**config.mk**
```make
export PLATFORM = sky130hd
export DESIGN_NAME = uart_tx_arbiter
export DESIGN_NICKNAME = d
export VERILOG_FILES = /design/src/rtl/uart_tx_arbiter.sv
export SDC_FILE = /design/constraint.sdc
export NUM_CORES = 1
export LEC_CHECK = 0
export ABC_AREA = 1
export BUFFER_PORTS_ARGS = -buffer_cell sky130_fd_sc_hd__buf_2
export CAP_MARGIN = 20
export CORE_UTILIZATION = 50
export DETAILED_ROUTE_END_ITERATION = 8
export PLACE_DENSITY = 0.81
export SLEW_MARGIN = 5
export SYNTH_ARGS = -nofsm -noshare
export SYNTH_HDL_FRONTEND = slang
export SYNTH_SLANG_ARGS = --single-unit
```
**constraint.sdc**
```tcl
create_clock -name clk -period 2 [get_ports clk]
set_input_delay 0.2 -clock clk [delete_from_list [all_inputs] [get_ports clk]]
set_output_delay 0.2 -clock clk [all_outputs]
set_load 0.02 [all_outputs]
```
**src/rtl/uart_tx_arbiter.sv**
```systemverilog
// uart_tx_arbiter: round-robin arbiter sharing one UART transmitter among N_REQ byte streams
// Grants one requester at a time, loads its byte with a one-cycle tx_start and waits for
// tx_done; frames without req_last keep the grant until their last byte.
// Optional: UART_TX_ARB_TIMEOUT_EN forces a release after TIMEOUT_CYCLES in WAIT_S/HOLD_S.
// Ports: clk, reset (async, active-high); req_valid/req_data/req_last in, req_ready out
// (requester side); grant, arb_busy, timeout_err status; tx_start/tx_data out and
// tx_busy/tx_done in (transmitter side).
module uart_tx_arbiter #(
  parameter int N_REQ = 4,
  parameter int TIMEOUT_CYCLES = 200000
) (
  input  logic               clk,
  input  logic               reset,
  input  logic [N_REQ-1:0]   req_valid,
  input  logic [8*N_REQ-1:0] req_data,
  input  logic [N_REQ-1:0]   req_last,
  output logic [N_REQ-1:0]   req_ready,
  output logic [N_REQ-1:0]   grant,
  output logic               tx_start,
  output logic [7:0]         tx_data,
  input  logic               tx_busy,
  input  logic               tx_done,
  output logic               arb_busy,
  output logic               timeout_err
);
  localparam int IW = N_REQ > 1 ? $clog2(N_REQ) : 1;
  typedef enum logic [1:0] {IDLE_S, LOAD_S, WAIT_S, HOLD_S} state_t;
  state_t r_state, w_next;
  logic [IW-1:0] r_last_grant, r_idx, w_pick, w_nidx;
  logic [N_REQ-1:0] r_grant;
  logic [7:0] r_tx_data;
  logic r_last_flag, w_load, w_release, w_timeout;
`ifdef UART_TX_ARB_TIMEOUT_EN
  localparam int CW = $clog2(TIMEOUT_CYCLES + 1);
  logic [CW-1:0] r_cnt;
`else
  logic w_unused;
  assign w_unused = TIMEOUT_CYCLES[0];
`endif
  // scan from farthest to nearest so the nearest valid index after last_grant wins
  always_comb begin
    w_pick = '0;
    for (int k = N_REQ; k >= 1; k--)
      if (req_valid[IW'((int'(r_last_grant) + k) % N_REQ)]) w_pick = IW'((int'(r_last_grant) + k) % N_REQ);
  end
  always_comb begin
    w_next = r_state;
    w_load = 1'b0;
    w_release = 1'b0;
    w_timeout = 1'b0;
    w_nidx = r_idx;
    case (r_state)
      IDLE_S: if (|req_valid && !tx_busy) begin
        w_load = 1'b1;
        w_nidx = w_pick;
        w_next = LOAD_S;
      end
      LOAD_S: w_next = WAIT_S;
      WAIT_S: if (tx_done) begin
        w_release = r_last_flag;
        w_next = r_last_flag ? IDLE_S : HOLD_S;
      end
      HOLD_S: if (req_valid[r_idx] && !tx_busy) begin
        w_load = 1'b1;
        w_next = LOAD_S;
      end
      default: w_next = IDLE_S;
    endcase
`ifdef UART_TX_ARB_TIMEOUT_EN
    // only fires while the state would otherwise stay put, i.e. no exit condition this cycle
    if ((r_state == WAIT_S || r_state == HOLD_S) && w_next == r_state && r_cnt == CW'(TIMEOUT_CYCLES - 1)) begin
      w_timeout = 1'b1;
      w_release = 1'b1;
      w_load = 1'b0;
      w_next = IDLE_S;
    end
`endif
  end
  always_ff @(posedge clk or posedge reset) begin
    if (reset) begin
      r_state <= IDLE_S;
      r_grant <= '0;
      r_idx <= '0;
      r_last_grant <= IW'(N_REQ - 1);
      r_tx_data <= 8'h00;
      r_last_flag <= 1'b0;
    end else begin
      r_state <= w_next;
      if (w_load) begin
        r_idx <= w_nidx;
        r_grant <= N_REQ'(1) << w_nidx;
        r_tx_data <= req_data[{w_nidx, 3'b000} +: 8];
        r_last_flag <= req_last[w_nidx];
      end
      if (w_release) begin
        r_last_grant <= r_idx;
        r_grant <= '0;
      end
    end
  end
`ifdef UART_TX_ARB_TIMEOUT_EN
  // any state change restarts the count, so it is zero on the first WAIT_S/HOLD_S cycle
  always_ff @(posedge clk or posedge reset) begin
    if (reset) r_cnt <= '0;
    else r_cnt <= (w_next != r_state) ? '0 : r_cnt + 1'b1;
  end
`endif
  assign tx_start = r_state == LOAD_S;
  assign req_ready = tx_start ? r_grant : '0;
  assign grant = r_grant;
  assign tx_data = r_tx_data;
  assign arb_busy = r_state != IDLE_S;
  assign timeout_err = w_timeout;
endmodule
```
==> summary.txt, run 1 <==
Outcome
  – Status: complete, but fails checks
  – Failing checks: negative hold slack

Floorplan
  – Starting Density: 0.5413
  – Core area: 3153 µm²
  – Rows: 20
  – Die area: 3651 µm²
  – Chip width: 60.43 µm
  – Die height: 60.43 µm
  – I/O pin count: 63

Worst setup path
  – R2R depth: 13
  – Cell Chain, Critical Path: buf_4 > nand2_1 > nand2_2 > nand2_2 > buf_4 > nand3b_1 > nand2_1 > nand2_2 > clkinvlp_4 > nand3_1 > nand2_1 > nand2_1 > nand2_1
  – Worst R2R Setup Slack: 0.004 ns
  – Most used cell, CP: nand2_1
  – Worst setup SP type: register
  – Worst Path Arrival: 2.20 ns
  – Worst setup EP type: register
  – Worst path max stage delay: 0.59 ns
  – WP buf/inv: 3
  – CP required: 2.21 ns
  – R2r startpoint: r_last_grant[0]
  – Slowest cell on the critical path: dfstp_2
  – Delay-heaviest family, CP: simple AND/OR/NAND/NOR gates
  – Critical path class: register to register
  – RR Endpoint: tx_data[5]
  – Crit path max fanout: 6

Detailed routing
  – Via density: 4.930
  – DR top layer: met4
  – Post-route ant nets: 0
  – DR iter-0 viols: 89
  – Drt total wl: 4573 µm
  – DRC viols: 0
  – Post-Route M1 WL: 1943 µm
  – Pre-antenna DRT Iters: 6
  – Routed wl met2: 2364 µm
  – Met3 routed WL: 242 µm
  – Vias: 1,913
  – Drt wl/cell: 11.79 µm

Timing
  – Final period util: 0.9980
  – Fin Hold WS: -0.01023 ns
  – RSZ-0062 raised after global routing: yes
  – Slew margin rel.: 0.5311
  – Min Tclk post-route: 1.996 ns
  – Slew @ Worst Pin: 0.7026 ns
  – Max Fclk: 501.0 MHz
  – Final hold vios: 15
  – Worst clock skew: 0.006672 ns
  – Final setup violation count: 0
  – Slew Viols, Final: 0

Placement
  – I/O Buffers: 61
  – Placed wire-length estimate: 3164 µm
  – Final GP Congestion: 0.8137

Yosys
  – Average cell area after synthesis: 6.229 µm²
  – Ys Warns: 0
  – Cell taking the most area after synthesis: dfrtp_1
  – Top cells by area, synth: dfrtp_1, nand2_1, inv_1
  – Post-Synth XOR/XNOR Area: 0
  – Syn Inst Count: 274
  – Main combinational cell family by area after synthesis: simple AND/OR/NAND/NOR gates
  – Mapped Area: 1707 µm²
  – Syn_nets: 322
  – Flops & latches, synth: 19
  – Seq/Total Area, Yosys: 0.2801
  – Simple-gate area share of the yosys netlist: 0.4216
  – Synth top area share: 0.2493
  – Synth unique cells: 25
  – Compound-gate portion of the synthesized area: 0.06378
  – Multiplexer share of the synthesized area: 0
  – Post-synthesis adder-cell area fraction: 0.02933

CTS
  – Worst-Skew Late Latency: 0.30 ns
  – Number of CTS-inserted buffers: 3
  – # H-tree levels: 1
  – Root Buffer: clkbuf_4
  – CTS tree: yes
  – Clock transition at the registers of the reported paths: 0.11 ns
  – Clock sinks: 19
  – Hold_buf cts: 0
  – Max Root-Sink Buffers: 2

Power and ir drop
  – Internal power: 1.591 mW
  – Reg power frac: 0.214
  – Pwr dens: 1469 nW/µm²
  – Sw Ratio: 0.5170
  – Clock share of power: 0.060
  – Net switching power: 1.703 mW
  – Gate power share: 0.726
  – Leakage: 1.415 nW
  – Worst vdd ir: 0.6850 mV

GRT
  – Vias in the first global route: 1,625
  – Global-route wire length before repair: 6686 µm
  – Largest net degree at the start of global routing: 20
  – Initial antenna violation count: 0
  – All-Layer GR Usage: 0.2378
  – Total grt overflow: 0

Cells and area
  – Filler cell count in the final layout: 286
  – Most frequent cells in the layout: nand2_1, buf_2, inv_1
  – Ratio of cells with drive above 1 in the final layout: 0.3576
  – Most common cell after layout, fill and taps aside: nand2_1
  – Final nets: 393
  – Diode count: 0
  – End-of-flow core utilization: 0.7115
  – Area Overhead vs Synth: 31.45%

Run
  – Max-Cap Viols: 0

Worst hold path
  – Hold crit path type: primary input to asynchronous set/reset pin
-- layer usage --
metal  track usage  vias up
met1        0.2953      872
met4      0.009740        0
li1              -      969
met2        0.4537       68
met5             0        -
met3       0.03838        4
-- worst max-delay path by stage --
stage                          from          end  slack (ns)  depth (start not counted)
floorplan           r_last_grant[0]  r_last_flag        0.22                         18
global placement    r_last_grant[0]   tx_data[1]        0.06                         14
detailed placement  r_last_grant[0]   tx_data[1]        0.03                         14
CTS                 r_last_grant[0]   tx_data[1]       -0.02                         14
global route        r_last_grant[0]   tx_data[0]       -0.12                         18
finish              r_last_grant[0]   tx_data[5]       0.004                         13
-- cells by family (layout without fill, tap and decap cells) --
family,count (synthesis),after routing
other,1,1
buffers and inverters,74,144
flip-flops,19,19
AND/OR/NAND/NOR,156,156
AO/OA/AOI/OAI,20,20
adder cells (fa/ha/maj),4,4
-- synth_stat cells --
library cell,number
a21oi_1,5
nand3b_1,1
buf_12,1
buf_6,4
a22oi_1,1
inv_6,1
o31ai_1,1
buf_2,2
ha_1,4
buf_4,4
dfstp_2,2
nor2_1,2
nand2_2,9
inv_2,1
conb_1,1
o21ai_1,2
o21ai_0,10
nand3_2,9
nand2_1,95
inv_1,60
clkbuf_1,1
o21ai_2,1
nand4_1,1
dfrtp_1,17
nand3_1,39
-- worst reg2reg max path, stage by stage, from the launching register on --
cell and delay (ns):
dfstp_2 0.59, buf_4 0.13, nand2_1 0.07, nand2_2 0.10, nand2_2 0.08, buf_4 0.14
nand3b_1 0.08, nand2_1 0.07, nand2_2 0.13, clkinvlp_4 0.21, nand3_1 0.14, nand2_1 0.07
nand2_1 0.06, nand2_1 0.05
-- area by class of cell --
cell class                 count  area, µm²  area share
multi-input combinational    181      942.2      0.4200
timing repair buffer          77      491.7      0.2192
sequential                    19      478.0      0.2131
inverter                      62      241.5      0.1076
tap                           44      55.05     0.02454
clock buffer                   3      22.52     0.01004
timing repair inverter         1      7.507    0.003346
clock inverter                 1      5.005    0.002231
-- flip-flops by register name, indices dropped and copies added, names as in the netlist --
| register | flops |
|---|---|
| r_last_grant | 2 |
| grant | 4 |
| tx_data | 8 |
| r_state | 2 |
| r_last_flag | 1 |
| r_idx | 2 |
-- metrics by stage --
stage,area (µm²),std cells,power (mW),setup WS (ns),TNS (ns)
2_1_floorplan,1707,274,2.250,0.2181,0
3_3_place_gp,2031,375,2.654,0.06180,0
3_5_place_dp,2031,375,2.696,0.02698,0
4_1_cts,2058,379,2.900,-0.01908,-0.02860
5_1_grt,2243,388,3.568,-0.1215,-1.082
6_report,2243,388,3.295,0.003970,0
-- repair_timing --
action / in CTS / in global routing
pin swaps: 0 / 6
gates resized for setup: 0 / 30
cloned: 0 / 5
hold endpoints to repair: 0 / 0
endpoints found under the setup margin: 2 / 13
buffers inserted: 0 / 4
-- power groups by stage --
stage,clock network [mW],registers [mW],logic (mW)
4_1_cts,0.203,0.719,1.98
3_5_place_dp,0,0.723,1.97
3_3_place_gp,0,0.721,1.93
6_report,0.197,0.706,2.39
5_1_grt,0.217,0.728,2.62
2_1_floorplan,0,0.817,1.43
Note: power is estimated with default switching activity, not from simulation.
==> run 2, diff against run 1 <==
Settings changed: SETUP_SLACK_MARGIN from default to 0.5.
==> run 2 against run 1 <==
- the flow still finishes with violations (negative hold slack)
- register-to-register slack better by 0.03 ns
- non-clock buffer count up 10
- worst hold slack worse by 0.015 ns
- sequential share of layout area down 1.7 points
- final area up 8.9%
- wire length up 3.2%
- worst setup slack better by 0.026 ns
- critical path depth up 5
- via count up 4.9%
- critical path type unchanged
- critical endpoint is now r_last_flag
- largest power group unchanged
==> summary.txt, run 2 (synthesis gave the netlist of run 1 again) <==
Floorplan
  – Die area: 3651 µm² (unchanged)
  – Rows: 20 (unchanged)
  – Die height: 60.43 µm (unchanged)
  – Core area: 3153 µm² (unchanged)
  – Starting Density: 0.5413 (unchanged)
  – Chip width: 60.43 µm (unchanged)
  – I/O pin count: 63 (unchanged)

Power and ir drop
  – Gate power share: 0.755 (+0.029)
  – Clock share of power: 0.056 (-0.004)
  – Pwr dens: 1507 nW/µm² (+2.6%)
  – Worst vdd ir: 0.7043 mV (+2.8%)
  – Reg power frac: 0.189 (-0.025)
  – Sw Ratio: 0.5038 (-0.01324)
  – Net switching power: 1.855 mW (+8.9%)
  – Internal power: 1.827 mW (+15%)
  – Leakage: 1.504 nW (+6.3%)

Timing
  – Final hold vios: 17 (+2)
  – RSZ-0062 raised after global routing: yes
  – Slew margin rel.: 0.5242 (-0.006867)
  – Final period util: 0.9848 (-0.01322)
  – TNS Setup: 0 ns (unchanged)
  – Final setup violation count: 0 (unchanged)
  – Max Fclk: 507.7 MHz (+1.3%)
  – Min Tclk post-route: 1.970 ns (-0.02645 ns)
  – Fin Hold WS: -0.02485 ns (-0.01463 ns)
  – Slew @ Worst Pin: 0.7129 ns (+0.01029 ns)
  – Worst clock skew: 0.004892 ns (-0.001780 ns)
  – Slew Viols, Final: 0 (unchanged)

Worst setup path
  – Worst setup SP type: register
  – Worst R2R Setup Slack: 0.03 ns (+0.03 ns)
  – CP required: 2.26 ns (+0.05 ns)
  – Crit path max fanout: 8 (+2)
  – Worst Path Arrival: 2.23 ns (+0.03 ns)
  – Worst setup EP type: register
  – Critical path class: register to register

Detailed routing
  – DR iter-0 viols: 80 (-10%)
  – Drt wl/cell: 11.89 µm (+0.90%)
  – Pre-antenna DRT Iters: 4 (-2)
  – Vias: 2,007 (+4.9%)
  – Drt total wl: 4721 µm (+3.2%)
  – DRC viols: 0 (unchanged)
  – Via density: 5.055 (+2.5%)
  – Post-route ant nets: 0 (unchanged)

Cells and area
  – Final nets: 402 (+2.3%)
  – Area Overhead vs Synth: 43.18%
  – End-of-flow core utilization: 0.7750 (+0.06349)
  – Post-route insts no fill: 397 (+2.3%)
  – Diode count: 0 (unchanged)
  – Most frequent cells in the layout: nand2_1, inv_1, buf_2
  – Most common cell after layout, fill and taps aside: nand2_1
  – Ratio of cells with drive above 1 in the final layout: 0.4249 (+0.06737)
  – Largest register FFs: 8 (unchanged)

CTS
  – Number of CTS-inserted buffers: 3 (unchanged)
  – Clock sinks: 19 (unchanged)
  – Max Root-Sink Buffers: 2 (unchanged)
  – Clock transition at the registers of the reported paths: 0.11 ns (about the same)
  – CTS tree: yes
  – Root Buffer: clkbuf_4
  – Worst-Skew Late Latency: 0.32 ns (+0.02 ns)
  – # H-tree levels: 1 (unchanged)

Placement
  – Placed wire-length estimate: 3169 µm (+0.13%)
  – I/O Buffers: 61 (unchanged)
  – Placed cells: 377 (+0.53%)
  – Final GP Congestion: 0.8707 (+7.0%)

Run
  – Max-Cap Viols: 0 (unchanged)

Outcome
  – Failing checks: negative hold slack
  – Status: complete, but fails checks

GRT
  – Vias in the first global route: 1,822 (+12%)
  – Global-route wire length before repair: 7231 µm (+8.2%)
  – Initial antenna violation count: 0 (unchanged)
  – Total grt overflow: 0 (unchanged)
  – All-Layer GR Usage: 0.2638 (+0.02600)
  – Largest net degree at the start of global routing: 20 (unchanged)

Worst hold path
  – Hold crit path type: primary input to asynchronous set/reset pin
## run 2: worst max-delay path, cell delays in order (launching register included)
cell and delay, ns:
dfstp_2 0.59, buf_12 0.13, inv_8 0.05, nand2_4 0.06, nand2_4 0.06, nand2_2 0.08, nand2_2 0.05, nand2_2 0.09
nand3_2 0.06, nand2_1 0.07, inv_2 0.04, nand2_4 0.11, nand2_4 0.07, buf_6 0.14, nand2_1 0.05, nand3_1 0.06
nand2_1 0.08, nand2_1 0.05, nand2_1 0.08
## run 2: layer usage
layer,global-route usage,up-vias,wire length [µm]
li1,-,989,-
met1,0.3071,938,1954
met2,0.4819,69,2441
met3,0.04264,11,231
met4,0.1039,0,93
met5,0,-,0
## run 2: path summary, 6_finish.rpt
path / from / end / cells after the start
min in group clk: tx_done / r_state[0] / 4
setup reg to reg: r_last_grant[0] / r_last_flag / 18
setup / recovery: r_last_grant[0] / r_last_flag / 18
hold reg to reg: tx_data[7] / tx_data[7] / 2
hold / removal: reset / tx_data[6] / 2
max in group asynchronous: reset / grant[3] / 2
## run 2: repair_timing
item,in CTS,in global routing
pin swaps,4,17
gates cloned,1,1
hold buffers,0,0
setup endpoints to repair,20,21
setup buffers,11,3
gates resized for setup,20,41
## run 2: stage by stage
| step | setup WS (ns) | total power, mW | cell area, µm² |
|---|---|---|---|
| final | 0.03042 | 3.682 | 2444 |
| after global routing | -0.1233 | 3.961 | 2444 |
| after CTS | 0.09098 | 3.290 | 2257 |
| after detailed placement | 0.009477 | 2.764 | 2068 |
| after global placement | 0.08278 | 2.715 | 2068 |
| after floorplan | 0.2301 | 2.323 | 1747 |
## run 2: cell type report
| cell class | instances | area [µm²] |
|---|---|---|
| Fill cell | 270 | 709.4 |
| Inverter | 62 | 240.2 |
| Clock buffer | 3 | 22.52 |
| Timing Repair Buffer | 87 | 598.1 |
| Sequential cell | 19 | 478.0 |
| Multi-Input combinational cell | 181 | 1045 |
| Clock inverter | 1 | 5.005 |
| Tap cell | 44 | 55.05 |
## run 2: power by group through the flow
| stage | registers [mW] | logic, mW | clock network, mW |
|---|---|---|---|
| 3_5_place_dp | 0.723 | 2.04 | 0 |
| 4_1_cts | 0.681 | 2.40 | 0.204 |
| 3_3_place_gp | 0.719 | 2.00 | 0 |
| 5_1_grt | 0.712 | 3.02 | 0.225 |
| 2_1_floorplan | 0.818 | 1.50 | 0 |
| 6_report | 0.694 | 2.78 | 0.207 |
==> run 3, diff against run 2 <==
Settings changed: PLACE_DENSITY 0.81 to 0.87.
==> run 3 against run 2 <==
- the flow finishes with violations (negative hold slack, negative setup slack)
- via count grew 4.1%
- critical path depth shrank 2
- combinational power grew 9.4%
- critical endpoint is now tx_data[7]
- highest routed layer unchanged
==> summary.txt, run 3 (synthesis gave the netlist of run 1 again) <==
Timing
  – Slew @ Worst Pin: 0.7251 ns (+0.01219 ns)
  – Final period util: 1.084 (+0.09897)
  – RSZ-0062 raised after global routing: yes
  – Final hold vios: 16 (-1)
  – Final WS setup: -0.1675 ns (-0.1979 ns)
  – Final setup violation count: 9 (+9)
  – Slew margin rel.: 0.5161 (-0.008139)
  – Min Tclk post-route: 2.168 ns (+0.1979 ns)
  – Slew Viols, Final: 0 (unchanged)
  – Max Fclk: 461.4 MHz (-9.1%)
  – Worst clock skew: 0.01233 ns (+0.007439 ns)
  – Fin Hold WS: -0.01676 ns (+0.008099 ns)

CTS
  – Clock transition at the registers of the reported paths: 0.12 ns (about the same)
  – Worst-Skew Late Latency: 0.31 ns (about the same)
  – Max Root-Sink Buffers: 2 (unchanged)
  – Clock sinks: 19 (unchanged)
  – # H-tree levels: 1 (unchanged)
  – Root Buffer: clkbuf_4
  – Number of CTS-inserted buffers: 3 (unchanged)
  – Hold_buf cts: 0 (unchanged)
  – CTS tree: yes

Floorplan
  – Chip width: 60.43 µm (unchanged)
  – I/O pin count: 63 (unchanged)
  – Rows: 20 (unchanged)
  – Core area: 3153 µm² (unchanged)
  – Starting Density: 0.5413 (unchanged)
  – Die height: 60.43 µm (unchanged)
  – Die area: 3651 µm² (unchanged)

GRT
  – Vias in the first global route: 1,795 (-1.5%)
  – Global-route wire length before repair: 7417 µm (+2.6%)
  – Largest net degree at the start of global routing: 20 (unchanged)
  – Total grt overflow: 0 (unchanged)
  – All-Layer GR Usage: 0.2695 (+0.005736)
  – Initial antenna violation count: 0 (unchanged)

Worst setup path
  – WP buf/inv: 2 (-2)
  – Worst setup SP type: register
  – Worst R2R Setup Slack: -0.17 ns (-0.20 ns)
  – Slowest cell on the critical path: dfstp_2
  – Stages on worst setup path: 16 (-2)
  – R2R depth: 16 (-2)
  – Worst path max stage delay: 0.65 ns (+0.06 ns)
  – Worst Path Arrival: 2.37 ns (+0.14 ns)
  – CP required: 2.20 ns (-0.06 ns)
  – Crit path max fanout: 8 (unchanged)
  – Worst setup EP type: register
  – Most used cell, CP: nand2_2
  – R2r startpoint: r_last_grant[0]
  – Delay-heaviest family, CP: simple AND/OR/NAND/NOR gates
  – RR Endpoint: tx_data[7]
  – Critical path class: register to register
  – Cell Chain, Critical Path: clkinv_4 > nand2_2 > nand2_4 > nand2_2 > nand2_2 > nand2_2 > nand3_1 > nand2_1 > nand2_4 > nand2_4 > clkbuf_16 > nand2_2 > nand3_1 > nand2_1 > nand2_1 > nand2_1

Outcome
  – Status: complete, but fails checks
  – Failing checks: negative hold slack, negative setup slack

Power and ir drop
  – Gate power share: 0.768 (+0.013)
  – Net switching power: 2.049 mW (+10%)
  – Pwr dens: 1554 nW/µm² (+3.1%)
  – Leakage: 1.529 nW (+1.6%)
  – Reg power frac: 0.180 (-0.009)
  – Sw Ratio: 0.5184 (+0.01461)
  – Final Total Pwr: 3.953 mW (+7.4%)
  – Clock share of power: 0.052 (-0.004)
  – Internal power: 1.904 mW (+4.2%)
  – Worst vdd ir: 0.8544 mV (+21%)

Detailed routing
  – Via density: 5.249 (+3.8%)
  – Pre-antenna DRT Iters: 4 (unchanged)
  – Post-route ant nets: 0 (unchanged)
  – DR iter-0 viols: 98 (+23%)
  – Drt wl/cell: 13.82 µm (+16%)
  – DRC viols: 0 (unchanged)
  – Drt total wl: 5501 µm (+17%)
  – Vias: 2,089 (+4.1%)

Cells and area
  – Ratio of cells with drive above 1 in the final layout: 0.5085 (+0.08355)
  – Seq. cell area: 478.0 µm² (unchanged)
  – Filler cell count in the final layout: 225 (-17%)
  – Most frequent cells in the layout: nand2_1, buf_2, inv_1
  – Largest register FFs: 8 (unchanged)
  – Multi-input logic area: 1127 µm² (+7.9%)
  – Most common cell after layout, fill and taps aside: nand2_1
  – Area Overhead vs Synth: 49.05%
  – Final nets: 403 (+0.25%)
  – Diode count: 0 (unchanged)
  – End-of-flow core utilization: 0.8067 (+0.03175)

Run
  – Max-Cap Viols: 0 (unchanged)

Placement
  – I/O Buffers: 61 (unchanged)
  – Placed wire-length estimate: 3147 µm (-0.67%)
  – Final GP Congestion: 0.8713 (about the same)

Worst hold path
  – Hold crit path type: primary input to asynchronous set/reset pin
[run 3: changes by cell type in the layout (fill, tap and decap cells not counted), sizes merged]
cell,before,now
clkinv,1,2
clkinvlp,0,1
clkbuf,4,5
inv,62,60
[run 3: routing by layer]
| metal | vias up | global-route usage | routed length (µm) |
|---|---|---|---|
| met5 | - | 0 | 0 |
| met4 | 0 | 0.07468 | 121 |
| met3 | 15 | 0.04478 | 320 |
| met2 | 104 | 0.4961 | 2965 |
| met1 | 978 | 0.3231 | 2093 |
| li1 | 992 | - | - |
[run 3: stage by stage]
| stage | area [µm²] | setup TNS (ns) | cells | setup slack (ns) |
|---|---|---|---|---|
| final | 2544 | -0.7601 | 398 | -0.1675 |
| after floorplan | 1747 | 0 | 274 | 0.2301 |
| after global placement | 2061 | 0 | 376 | 0.05334 |
| after CTS | 2228 | 0 | 392 | 0.03661 |
| after detailed placement | 2061 | 0 | 376 | 0.01542 |
| after global routing | 2544 | -1.833 | 398 | -0.2399 |
[run 3: worst max-delay path by stage]
stage	startpoint	end	slack (ns)
finish	r_last_grant[0]	tx_data[7]	-0.17
global route	r_last_grant[0]	tx_data[7]	-0.24
CTS	r_last_grant[0]	tx_data[3]	0.04
detailed placement	r_last_grant[0]	tx_data[3]	0.02
global placement	r_last_grant[0]	tx_data[3]	0.05
floorplan	r_last_grant[0]	r_last_flag	0.23
[run 3: layout make-up]
type                       instances  share of cell area
multi-input combinational        181              0.4432
timing repair buffer              88              0.2415
sequential                        19              0.1879
inverter                          62             0.09493
tap                               44             0.02164
clock buffer                       3            0.008854
clock inverter                     1            0.001968
[run 3: worst register-to-register path: stages, from the launching register on]
cell and delay [ns]:
dfstp_2 0.65, clkinv_4 0.11, nand2_2 0.10, nand2_4 0.07, nand2_2 0.08, nand2_2 0.05, nand2_2 0.07, nand3_1 0.07
nand2_1 0.11, nand2_4 0.10, nand2_4 0.13, clkbuf_16 0.17, nand2_2 0.05, nand3_1 0.07, nand2_1 0.08, nand2_1 0.08
nand2_1 0.06
[run 3: power groups by stage]
stage          Combinational, mW  Clock [mW]  Sequential [mW]
6_report                    3.04       0.204            0.712
5_1_grt                     3.26       0.219            0.726
3_5_place_dp                1.99           0            0.711
3_3_place_gp                1.94           0            0.711
2_1_floorplan               1.50           0            0.818
4_1_cts                     2.32       0.204            0.693
[run 3: timing repair]
action                                  in CTS  in global routing
buffers inserted                            12                  4
pin swaps                                    2                 35
endpoints found under the setup margin      20                 22
gates cloned                                 0                  2
resized for setup                           18                 75
